File: config.mk
export PLATFORM = sky130hd
export DESIGN_NAME = binary_adder_subtractor
export DESIGN_NICKNAME = d
export VERILOG_FILES = /design/src/rtl/binary_adder_subtractor.sv
export SDC_FILE = /design/constraint.sdc
export NUM_CORES = 1
export LEC_CHECK = 0
export ABC_AREA = 1
export CAP_MARGIN = 20
export CORE_AREA = 3 3 40 42
export DETAILED_ROUTE_END_ITERATION = 6
export DIE_AREA = 0 0 43 45
export GPL_TIMING_DRIVEN = 0
export PLACE_DENSITY_LB_ADDON = 0.2
export SLEW_MARGIN = 30
export SYNTH_ARGS = -nofsm -noshare
export SYNTH_HDL_FRONTEND = slang
export SYNTH_SLANG_ARGS = --single-unit
export TNS_END_PERCENT = 30
File: constraint.sdc
create_clock -name clk -period 4.4 [get_ports clk]
set_clock_uncertainty 0.1 [all_clocks]
set_input_delay 0.88 -clock clk [delete_from_list [all_inputs] [get_ports clk]]
set_output_delay 0.88 -clock clk [all_outputs]
set_load 0.05 [all_outputs]
File: src/rtl/binary_adder_subtractor.sv
// binary_adder_subtractor: registered ripple-carry adder/subtractor with a one-cycle result.
// Ports:
//   clk  - rising-edge clock
//   rst  - synchronous active-high reset; clears s, cout (and ovf)
//   a    - operand A, WIDTH bits
//   b    - operand B, WIDTH bits; inverted when en=1
//   cin  - carry into bit 0; drive equal to en for a true subtract
//   en   - 0 = add, 1 = subtract
//   s    - registered sum/difference
//   cout - registered carry out of the MSB (in subtract mode, 1 = no borrow)
//   ovf  - registered signed overflow, present only when ADDSUB_OVERFLOW_EN is defined
module binary_adder_subtractor #(
    parameter int WIDTH = 4
) (
    input  logic             clk,
    input  logic             rst,
    input  logic [WIDTH-1:0] a,
    input  logic [WIDTH-1:0] b,
    input  logic             cin,
    input  logic             en,
    output logic [WIDTH-1:0] s,
    output logic             cout
`ifdef ADDSUB_OVERFLOW_EN
    ,
    output logic             ovf
`endif
);
    logic [WIDTH-1:0] bx;
    logic [WIDTH-1:0] s_n;
    logic [WIDTH:0]   c;
    assign bx   = b ^ {WIDTH{en}};
    assign c[0] = cin;
    for (genvar i = 0; i < WIDTH; i++) begin : g_fa
        assign s_n[i]   = a[i] ^ bx[i] ^ c[i];
        assign c[i+1]   = (a[i] & bx[i]) | (c[i] & (a[i] ^ bx[i]));
    end
    always_ff @(posedge clk) begin
        if (rst) begin
            s    <= '0;
            cout <= 1'b0;
        end else begin
            s    <= s_n;
            cout <= c[WIDTH];
        end
    end
`ifdef ADDSUB_OVERFLOW_EN
    // Signed overflow: carry into the MSB differs from carry out of it.
    always_ff @(posedge clk) begin
        if (rst) ovf <= 1'b0;
        else     ovf <= c[WIDTH] ^ c[WIDTH-1];
    end
`endif
endmodule

==> results.md <==
Outcome:
- The flow ran to the end, and the final reports show no timing, DRC or antenna violations.

Global route:
- The number of global-route vias before repair was approximately 200.
- The routing layer with the top usage in global route is met2.
- The fraction of met3 tracks used by global routing is 2.39%.
- The initial antenna violation count is 0.
- Summed over all layers, the global routing overflow is 0.
- The largest net degree at the start of global routing is 6.
- For this run, global-route usage on met1 was measured as ~5.6%.
- The global-route wire length before repair is 745 µm.
- For met2 alone, demand over resource in global routing was 8.08%.
- Global routing consumed, over all layers together, 5.70% of the routing resources.

Clock network:
- Clock tree synthesis selected as its root buffer the cell sky130_fd_sc_hd__clkbuf_4.
- TritonCTS built the clock tree.
- The tree built by TritonCTS fans out to 5 sinks.
- The clock passes through at most 2 buffers.
- TritonCTS created 3 clock buffers.
- The clock-pin transition on the worst setup and hold timing paths is ~40 ps.
- For this design, the CTS-stage hold fixing added 0 buffers.
- CTS built an H-tree with a depth of 1.
- The quantity of gates resized following cts is 0.
- The post-CTS setup buffer count is 0.

Synth:
- The number of distinct library cells after synthesis is 6.
- When the netlist entered floorplanning its net count stood at 56.
- Yosys printed 0 warnings.
- After synthesis, the largest family of logic cells by area is adder cells.
- Summing the areas of all and, or, nand and nor instances in the mapped netlist gives between 20% and 30% of the synthesized area.
- The adder-cell share of the synthesized area is roughly 27%.
- The count of mapped cells out of synthesis is 40.
- Summing the areas of all xor and xnor instances in the mapped netlist gives 0% of the synthesized area.
- Synthesis inferred 5 register bits.
- The post-synthesis instance area is slightly below 300 µm².
- After synthesis, the mean cell area works out to around 7.4 µm².
- In the synthesized netlist, mux cells make up 0% of the area.
- After synthesis, flip-flops and latches occupy about a third of the total area.
- The synthesized netlist devotes 0% of its cell area to compound gates.

Final layout:
- The fraction of final layout cells with drive strength greater than 1 is roughly 6.7%.
- From synthesis to final layout, the design area changed by 69.2%.
- 0 antenna diodes ended up in the layout.
- Cells fill roughly two fifths of the core in the end.
- Excluding fillers, the count of instances in the completed layout stands at 75.
- The number of fill cells in the layout is between 100 and 150.
- In the layout the commonest cells are sky130_fd_sc_hd__clkdlybuf4s50_1, sky130_fd_sc_hd__inv_1, sky130_fd_sc_hd__nand2_1.
- The net count reported at finish is 77.
- The library cell used most frequently in the layout, excluding fill and tap cells, is sky130_fd_sc_hd__clkdlybuf4s50_1.
- The finished cells cover approximately 500 µm².

Place:
- The placed cell count is ~70.
- The weighted congestion reported at the end of routability-driven placement is 0.613.
- The HPWL after detailed placement is approximately 430 µm.
- Timing analysis after detailed placement gives a worst setup slack of ~1000 ps.
- In this run the cell area measured after placement is roughly 480 µm².
- The count of buffers added on input and output ports is 16.

Timing:
- After layout, the minimum clock period comes to 3130 ps.
- Setup violations remaining at the end of the flow were counted as 0.
- Measured against its own limit, the worst slew margin works out to between 60 and 70%.
- Setup repair after global routing left no endpoint under its margin.
- Of the available clock period, the critical path in the final layout requires 71.0%.
- The count of endpoints failing hold in the final timing report was 0.
- Across all hold checks on the routed design, the worst slack comes to roughly 1200 ps.
- For the final routed database, the setup TNS stands at 0 ps.
- The actual transition at the worst max-transition pin is between 400 and 500 ps.
- The peak clock frequency supported by timing is about 320 MHz.
- The total count of max-transition violations in the final report is 0.
- The final setup slack of the worst path is ~1300 ps.

Detailed routing:
- The via count normalized by instance count is between 3 and 4.
- The detailed router finished its first iteration with 0 violations.
- For this run, design rule violations remaining after detail routing come to 0.
- For this run, the detailed router's first-pass iteration total came to 1.
- The detailed router placed 260 vias in this run.
- After detailed routing, the average wire length per cell comes to between 6 and 7 µm.
- After detailed routing, the total wire length is ~480 µm.
- The number of routed nets with antenna violations is 0.

Power:
- The power consumption is about 0.17 mW.
- The leakage dissipation is approximately 0.27 nW.
- The total power per unit cell area is 330 nW/µm².
- Across the VDD grid, the largest voltage drop is between 0.00007 and 0.00008 V.

Floorplan:
- After floorplanning, the core was divided into 13 placement rows.
- Measured along the x axis, the die boundary spans about 43 µm.
- The initial utilization of the core area, before any placement, comes to a little under a quarter.
- The total I/O pin count is 17.
- The total area inside the core boundary comes to 1280 µm².
- The die outline area is 1940 µm².
- The die is between 40 and 50 µm tall.

Flow run:
- The tool flagged a number of max-cap violations equal to 0.

Setup path:
- Data arrives at the worst endpoint at about 3200 ps.
- At the worst endpoint, the required time is about 4400 ps.
- Along the worst path, the maximum fanout reaches 5.
- The critical path is of the in -> reg type.
- The worst setup path is launched from a primary input.
- The capturing element type of the critical path is a flop.

Min path:
- The path class of the tightest hold or removal check is in -> reg.
[cells in the mapped netlist]
library cell / count / area share [%]
sky130_fd_sc_hd__nor2_1: 5 / 6.3
sky130_fd_sc_hd__fa_1: 4 / 27
sky130_fd_sc_hd__inv_2: 1 / 1.3
sky130_fd_sc_hd__dfxtp_1: 5 / 34
sky130_fd_sc_hd__inv_1: 13 / 16
sky130_fd_sc_hd__nand2_1: 12 / 15
[power by group]
group	total [mW]	internal (mW)	switching [mW]	leakage, nW
combinational	0.0619	0.0258	0.0361	0.209
sequential	0.0527	0.0515	0.00121	0.0417
clock	0.0510	0.0342	0.0169	0.0150
[per-layer routing]
metal / vias to the layer above / part of all wire, %
met3: 0 / 13
met4: 0 / 0
li1: 147 / -
met5: - / 0
met1: 100 / 38
met2: 13 / 49
[cell type report]
cell class	instances	area (µm²)	area share, %
sequential	5	100	20.0
timing repair buffer	16	160	31.9
inverter	14	52.6	10.5
tap	15	18.8	3.74
multi-input combinational	21	144	28.7
clock buffer	4	26.3	5.24
[flip-flops by register name (all words and copies together) (netlist names)]
signal,count
s,4
cout,1
[worst max-delay path, stage by stage]
cell                              delay [ps]
sky130_fd_sc_hd__clkdlybuf4s50_1         550
sky130_fd_sc_hd__inv_2                    70
sky130_fd_sc_hd__nand2_1                  60
sky130_fd_sc_hd__nand2_1                  60
sky130_fd_sc_hd__fa_1                    350
sky130_fd_sc_hd__inv_1                    70
sky130_fd_sc_hd__fa_1                    150
sky130_fd_sc_hd__inv_1                    50
sky130_fd_sc_hd__fa_1                    350
sky130_fd_sc_hd__inv_1                    70
sky130_fd_sc_hd__fa_1                    400
sky130_fd_sc_hd__inv_1                    60
sky130_fd_sc_hd__nor2_1                   30
[cell families (layout without fill, tap and decap cells)]
kind of cell,after synthesis,after routing
simple gates,17,17
buf+inv,14,34
flops,5,5
fa+ha+maj,4,4
[path summary, 6_finish.rpt]
kind | start | slack, ps | to | cells past startpoint
worst min-delay path | rst | 1170 | s[2]$_SDFF_PP0_ | 2
worst max-delay path | en | 1270 | s[3]$_SDFF_PP0_ | 13
Note: power is estimated with default switching activity, not from simulation.
